<file path="config.mk">
export PLATFORM = sky130hd
export DESIGN_NAME = raster_scan_counter
export DESIGN_NICKNAME = d
export VERILOG_FILES = /design/src/rtl/raster_scan_counter_pkg.sv /design/src/rtl/raster_scan_counter_step_divider.sv /design/src/rtl/raster_scan_counter.sv
export SDC_FILE = /design/constraint.sdc
export NUM_CORES = 1
export LEC_CHECK = 0
export ABC_CLOCK_PERIOD_IN_PS = 2460
export BUFFER_PORTS_ARGS = -buffer_cell sky130_fd_sc_hd__buf_4
export CAP_MARGIN = 20
export CORE_MARGIN = 1
export CORE_UTILIZATION = 45
export CTS_CLUSTER_DIAMETER = 150
export DETAILED_ROUTE_END_ITERATION = 7
export SLEW_MARGIN = 20
export SYNTH_ARGS = -nofsm -noshare
export SYNTH_HDL_FRONTEND = slang
export SYNTH_SLANG_ARGS = --single-unit
</file>
<file path="constraint.sdc">
create_clock -name clk -period 2.46 [get_ports clk]
set_input_delay 0.123 -clock clk [delete_from_list [all_inputs] [get_ports clk]]
set_output_delay 0.123 -clock clk [all_outputs]
set_load 0.03 [all_outputs]
</file>
<file path="src/rtl/raster_scan_counter_pkg.sv">
// ============================================================================
//  raster_scan_counter_pkg
//  Shared scan-state encoding and default frame geometry.
//  Revision: 1.0
// ============================================================================
`default_nettype none

package raster_scan_counter_pkg;

    typedef enum logic [1:0] {
        ST_IDLE = 2'd0,
        ST_RUN  = 2'd1,
        ST_DONE = 2'd2
    } scan_state_e;

    localparam int DEF_H_SIZE = 160;
    localparam int DEF_V_SIZE = 120;
    localparam int DEF_ADDR_W = 15;

endpackage

`default_nettype wire

</file>
<file path="src/rtl/raster_scan_counter_step_divider.sv">
// ============================================================================
//  step_divider / dff_re
//  Step-rate divider and the reset/enable flop primitive it is built from.
//  Revision: 1.0
// ============================================================================
`default_nettype none

module dff_re #(
    parameter int W = 1
) (
    input  logic         clk,
    input  logic         rst_n,
    input  logic         en_i,
    input  logic [W-1:0] d_i,
    output logic [W-1:0] q_o
);

    always_ff @(posedge clk or negedge rst_n) begin
        if (!rst_n) begin
            q_o <= '0;
        end else if (en_i) begin
            q_o <= d_i;
        end
    end

endmodule

module step_divider #(
    parameter int DIV   = 1,
    parameter int DIV_W = 26
) (
    input  logic clk,
    input  logic scanReset,
    input  logic clear,
    input  logic enable,
    output logic tick
);

    localparam logic [DIV_W-1:0] CNT_LAST = DIV_W'(DIV - 1);

    logic [DIV_W-1:0] cnt_q;
    logic [DIV_W-1:0] cnt_d;

    // The count only moves on enabled clocks, so a low enable freezes the phase.
    assign tick = enable && (cnt_q == CNT_LAST);

    always_comb begin
        cnt_d = cnt_q;
        if (clear) begin
            cnt_d = '0;
        end else if (enable) begin
            cnt_d = tick ? '0 : cnt_q + DIV_W'(1);
        end
    end

    dff_re #(.W(DIV_W)) u_cnt_reg (
        .clk   (clk),
        .rst_n (scanReset),
        .en_i  (1'b1),
        .d_i   (cnt_d),
        .q_o   (cnt_q)
    );

endmodule

`default_nettype wire

</file>
<file path="src/rtl/raster_scan_counter.sv">
// ============================================================================
//  raster_scan_counter
//  Walks x/y over an H_SIZE x V_SIZE frame with an incrementally kept address.
//  Revision: 1.0
// ============================================================================
`default_nettype none

module raster_scan_counter
    import raster_scan_counter_pkg::*;
#(
    parameter int H_SIZE = DEF_H_SIZE,
    parameter int V_SIZE = DEF_V_SIZE,
    parameter int XW     = 8,
    parameter int YW     = 7,
    parameter int ADDR_W = DEF_ADDR_W,
    parameter int DIV    = 1,
    parameter int DIV_W  = 26
) (
    input  logic              clk,
    input  logic              scanReset,
    input  logic              start,
    input  logic              continuous,
    input  logic              advance,
    input  logic              abort,
    output logic [XW-1:0]     x,
    output logic [YW-1:0]     y,
    output logic [ADDR_W-1:0] addr,
    output logic              valid,
    output logic              busy,
    output logic              done
);

    localparam logic [XW-1:0] X_LAST = XW'(H_SIZE - 1);
    localparam logic [YW-1:0] Y_LAST = YW'(V_SIZE - 1);

    logic [1:0]        state_raw;
    scan_state_e       state_q, state_d;
    logic [XW-1:0]     x_q, x_d;
    logic [YW-1:0]     y_q, y_d;
    logic [ADDR_W-1:0] addr_q, addr_d;
    logic              mode_q, mode_d;
    logic              done_q, done_d;
    logic              in_run, step, x_last, frame_last;

    assign state_q    = scan_state_e'(state_raw);
    assign in_run     = (state_q == ST_RUN);
    assign x_last     = (x_q == X_LAST);
    assign frame_last = x_last && (y_q == Y_LAST);

    step_divider #(.DIV(DIV), .DIV_W(DIV_W)) u_step_divider (
        .clk       (clk),
        .scanReset (scanReset),
        .clear     (abort || !in_run),
        .enable    (advance && in_run && !abort),
        .tick      (step)
    );

    always_comb begin
        state_d = state_q;
        if (abort) begin
            state_d = ST_IDLE;
        end else begin
            case (state_q)
                ST_IDLE, ST_DONE: if (start) state_d = ST_RUN;
                ST_RUN:           if (step && frame_last && !mode_q) state_d = ST_DONE;
                default:          state_d = ST_IDLE;
            endcase
        end
    end

    // Position update; the last step either wraps (continuous) or freezes.
    always_comb begin
        x_d    = x_q;
        y_d    = y_q;
        addr_d = addr_q;
        mode_d = mode_q;
        done_d = 1'b0;
        if (abort) begin
            x_d    = '0;
            y_d    = '0;
            addr_d = '0;
            mode_d = 1'b0;
        end else if (!in_run) begin
            if (start) begin
                x_d    = '0;
                y_d    = '0;
                addr_d = '0;
                mode_d = continuous;
            end
        end else if (step) begin
            if (frame_last) begin
                done_d = 1'b1;
                if (mode_q) begin
                    x_d    = '0;
                    y_d    = '0;
                    addr_d = '0;
                end
            end else if (x_last) begin
                x_d    = '0;
                y_d    = y_q + YW'(1);
                addr_d = addr_q + ADDR_W'(1);
            end else begin
                x_d    = x_q + XW'(1);
                addr_d = addr_q + ADDR_W'(1);
            end
        end
    end

    dff_re #(.W(2))      u_state_reg (.clk(clk), .rst_n(scanReset), .en_i(1'b1), .d_i(state_d), .q_o(state_raw));
    dff_re #(.W(XW))     u_x_reg     (.clk(clk), .rst_n(scanReset), .en_i(1'b1), .d_i(x_d),     .q_o(x_q));
    dff_re #(.W(YW))     u_y_reg     (.clk(clk), .rst_n(scanReset), .en_i(1'b1), .d_i(y_d),     .q_o(y_q));
    dff_re #(.W(ADDR_W)) u_addr_reg  (.clk(clk), .rst_n(scanReset), .en_i(1'b1), .d_i(addr_d),  .q_o(addr_q));
    dff_re #(.W(1))      u_mode_reg  (.clk(clk), .rst_n(scanReset), .en_i(1'b1), .d_i(mode_d),  .q_o(mode_q));
    dff_re #(.W(1))      u_done_reg  (.clk(clk), .rst_n(scanReset), .en_i(1'b1), .d_i(done_d),  .q_o(done_q));

    always_comb begin
        valid = in_run;
        busy  = in_run;
        x     = x_q;
        y     = y_q;
        addr  = addr_q;
        done  = done_q;
    end

endmodule

`default_nettype wire

</file>
==> summary.json <==
{
  "status": {"value": "completed"},
  "first_pass_iters": {"value": 5},
  "initialDrtViolationCount": {"value": 190},
  "timing.hold.worst.class": {"value": "input port to flop"},
  "synth_simple_gate_area_share": {"value": 27.5, "unit": "%"},
  "synth.top_cells.by_area": {"value": "sky130_fd_sc_hd__dfrtp_1, sky130_fd_sc_hd__nand2_1, sky130_fd_sc_hd__nand3_1"},
  "max-cap-violations": {"value": 0},
  "synthesis.area_per_instance": {"value": 9.41, "unit": "µm²"},
  "floorplan.die.height": {"value": 89.7, "unit": "µm"},
  "max_freq": {"value": 435, "unit": "MHz"},
  "synth.area.mux_share": {"value": 1.77, "unit": "%"},
  "synth_edf_count": {"value": 0},
  "synth_top_family_by_area": {"value": "simple AND/OR/NAND/NOR gates"},
  "dpl.hpwl": {"value": 5710, "unit": "µm"},
  "overflow": {"value": 0},
  "post_synthesis_compound_gate_area_fraction": {"value": 17.1, "unit": "%"},
  "maxSlewViolCount": {"value": 0},
  "synth_fp_nets": {"value": 379},
  "width_of_the_die": {"value": 89.7, "unit": "µm"},
  "worst-path-max-fanout": {"value": 19},
  "drt-vias-per-instance": {"value": 5.79},
  "diodes": {"value": 0},
  "area.growth.synth_to_final": {"value": 19.2, "unit": "%"},
  "rsz0062_at_grt": {"value": "false"},
  "setup_viol_count_final": {"value": 0},
  "final_layout_size_suffix_gt1_share": {"value": 20.5, "unit": "%"},
  "clkSinkCount": {"value": 60},
  "io_buffer_count": {"value": 38},
  "setup_total_negative_slack": {"value": 0, "unit": "ps"},
  "timing.critical_path.required": {"value": 2680, "unit": "ps"},
  "detail-route-antenna-nets": {"value": 0},
  "maximum_number_of_pins_on_one_net_before_global_route_repair": {"value": 61},
  "global_route.usage.total": {"value": 21.6, "unit": "%"},
  "place.gp.congestion": {"value": 0.788},
  "clk_pin_slew_worst_setup_hold_paths": {"value": 70, "unit": "ps"},
  "global_route_wire_length_before_repair": {"value": 14100, "unit": "µm"},
  "yosysWarnings": {"value": 0},
  "cts_tree": {"value": "done"},
  "cts_buffers": {"value": 9},
  "floorplan.initialDensity": {"value": 47.3, "unit": "%"},
  "antenna_found_initial": {"value": 0},
  "postSynth.asyncResetShare": {"value": 100, "unit": "%"},
  "post_synth_num_cell_types": {"value": 58},
  "synth-adder-area-share": {"value": 1.81, "unit": "%"},
  "arrival": {"value": 2520, "unit": "ps"},
  "detail_route.wirelength": {"value": 8280, "unit": "µm"},
  "period_minus_slack": {"value": 2300, "unit": "ps"},
  "synth_area": {"value": 0.00346, "unit": "mm²"},
  "synth_xor_xnor_area_share": {"value": 4.04, "unit": "%"},
  "power.static_leakage": {"value": 1.70, "unit": "nW"},
  "timing_worst_slew_pin_value": {"value": 768, "unit": "ps"},
  "route.detailed.drc": {"value": 0},
  "clock_path_buffers": {"value": 2},
  "final-hold-violation-count": {"value": 0},
  "vdd_ir_drop_max": {"value": 0.235, "unit": "mV"},
  "maxSlewHeadroom": {"value": 48.8, "unit": "%"},
  "synth_top_area_share": {"value": 43.3, "unit": "%"},
  "setup.worst_path.start_class": {"value": "flop"},
  "crit_type": {"value": "flop to flop"},
  "htree_levels": {"value": 3},
  "synth_top_area_cell": {"value": "sky130_fd_sc_hd__dfrtp_1"},
  "worst_setup_path_end_kind": {"value": "flop"},
  "syn-instance-count": {"value": 368},
  "clockRootBuffer": {"value": "sky130_fd_sc_hd__clkbuf_8"},
  "num_io_pins": {"value": 39},
  "insertion_delay": {"value": 340, "unit": "ps"},
  "wire_per_inst": {"value": 15.8, "unit": "µm"},
  "synth-seq-area-share": {"value": 43.3, "unit": "%"},
  "detailed_place.area": {"value": 0.00391, "unit": "mm²"},
  "die_area": {"value": 0.00805, "unit": "mm²"},
  "core_area": {"value": 0.00733, "unit": "mm²"},
  "synth_flop_cell": {"value": "sky130_fd_sc_hd__dfrtp_1"},
  "final_cell_area": {"value": 0.00413, "unit": "mm²"},
  "synth_seq_cells": {"value": 60},
  "fin_crit_sh": {"value": 93.5, "unit": "%"},
  "rows": {"value": 31},
  "first_global_vias": {"value": 2811},
  "power_density": {"value": 536, "unit": "mW/mm²"},
  "timing.clock.skew": {"value": 11.2, "unit": "ps"},
  "finalNetCount": {"value": 430},
  "route.vias.total": {"value": 3026}
}
power breakdown:
| group | internal (mW) | switching (mW) |
|---|---|---|
| combinational | 0.0986 | 0.183 |
| clock | 0.499 | 0.415 |
| sequential | 0.999 | 0.0186 |
| total | 1.60 | 0.617 |
synthesized netlist by cell type (all sizes together) (2+ instances only):
cell	number
a21o	2
a21oi	18
a22o	3
a22oi	4
a31o	2
a31oi	16
a32oi	2
a41oi	8
and2	3
and3	4
and4	5
buf	8
clkbuf	6
dfrtp	60
ha	5
inv	18
mux2i	5
nand2	34
nand2b	3
nand3	24
nand4	12
nor2	30
nor3	13
nor3b	2
nor4	12
nor4b	2
o21a	2
o21ai	24
or2	2
or3	8
or3b	2
or4b	2
xnor2	11
xor2	5
final cells by class:
type	count	area, µm²
clock inverters	5	60.1
flip-flops and latches	60	1500
well taps	99	124
repair buffers	54	423
inverters	18	67.6
clock buffers	11	141
multi-input cells	276	1810
fillers	677	3200
final timing paths:
path / from / slack, ps / cells past startpoint / end
setup / recovery: u_x_reg.q_o[0] / 160 / 8 / u_addr_reg.q_o[8]
hold / removal: continuous / 50 / 3 / u_mode_reg.q_o
setup reg to reg: u_x_reg.q_o[0] / 160 / 8 / u_addr_reg.q_o[8]
hold reg to reg: u_addr_reg.q_o[14] / 470 / 1 / u_addr_reg.q_o[14]
max in group asynchronous: scanReset / 1550 / 2 / u_step_divider.u_cnt_reg.q_o[16]
min in group asynchronous: scanReset / 390 / 2 / u_y_reg.q_o[4]
placed cells by master, fill, tap and decap left out, types with 6 or more instances in the layout:
cell type and n:
sky130_fd_sc_hd__nor2_1 28, sky130_fd_sc_hd__buf_4 51, sky130_fd_sc_hd__a21oi_1 18, sky130_fd_sc_hd__nand3_1 24, sky130_fd_sc_hd__or3_1 8, sky130_fd_sc_hd__nand4_1 10, sky130_fd_sc_hd__a31oi_1 16, sky130_fd_sc_hd__nor3_1 12
sky130_fd_sc_hd__nor4_1 6, sky130_fd_sc_hd__dfrtp_1 60, sky130_fd_sc_hd__xnor2_1 11, sky130_fd_sc_hd__clkbuf_8 10, sky130_fd_sc_hd__a41oi_1 8, sky130_fd_sc_hd__inv_1 18, sky130_fd_sc_hd__o21ai_0 21, sky130_fd_sc_hd__nand2_1 34
critical path, stage by stage (launching register included):
cell                      delay (ps)
sky130_fd_sc_hd__dfrtp_1         420
sky130_fd_sc_hd__ha_1            290
sky130_fd_sc_hd__nand4_1         230
sky130_fd_sc_hd__nor4_4          490
sky130_fd_sc_hd__buf_4           220
sky130_fd_sc_hd__nor4_4           30
sky130_fd_sc_hd__buf_4           210
sky130_fd_sc_hd__a41oi_1         230
sky130_fd_sc_hd__a31oi_1          60
registers in the layout, indices dropped and copies added (netlist names):
register and count:
u_x_reg.q_o 8, u_done_reg.q_o 1, u_addr_reg.q_o 15, u_state_reg.q_o 2, u_mode_reg.q_o 1, u_step_divider.u_cnt_reg.q_o 26
u_y_reg.q_o 7
kinds of logic (layout without fill, tap and decap cells):
kind of cell | count (synthesis) | count (layout)
simple gates | 160 | 160
mux | 6 | 6
xor+xnor | 16 | 16
buf+inv | 32 | 88
compound gates | 89 | 89
fa+ha+maj | 5 | 5
flops | 60 | 60
stage by stage:
stage / utilization, % / hold WS, ps / std cells / setup WS [ps] / total power [mW]
after global routing: 56.3 / 59.9 / 523 / 11.1 / 2.30
after CTS: 56.3 / 43.0 / 523 / 172 / 2.23
final: 56.3 / 50.7 / 523 / 159 / 2.21
after floorplan: - / -173 / 368 / 325 / 1.21
after detailed placement: 53.3 / 254 / 505 / 210 / 1.32
after global placement: 53.3 / 252 / 505 / 200 / 1.31
repair_timing:
action                                  4_1_cts  5_1_grt
setup buffers                                 0        0
endpoints found under the hold margin        61        0
hold buffers                                  2        0
endpoints found under the setup margin        0        1
gates resized for setup                       0        1
routing by layer:
metal  share of wire (%)  GRT usage [%]  vias to the layer above
met4                 1.5           7.38                        0
li1                    -              -                     1472
met3                 2.8           2.96                       12
met1                  47           29.3                     1487
met5                   0              0                        -
met2                  48           35.6                       55
No activity file was read; power rests on OpenSTA's default activity.
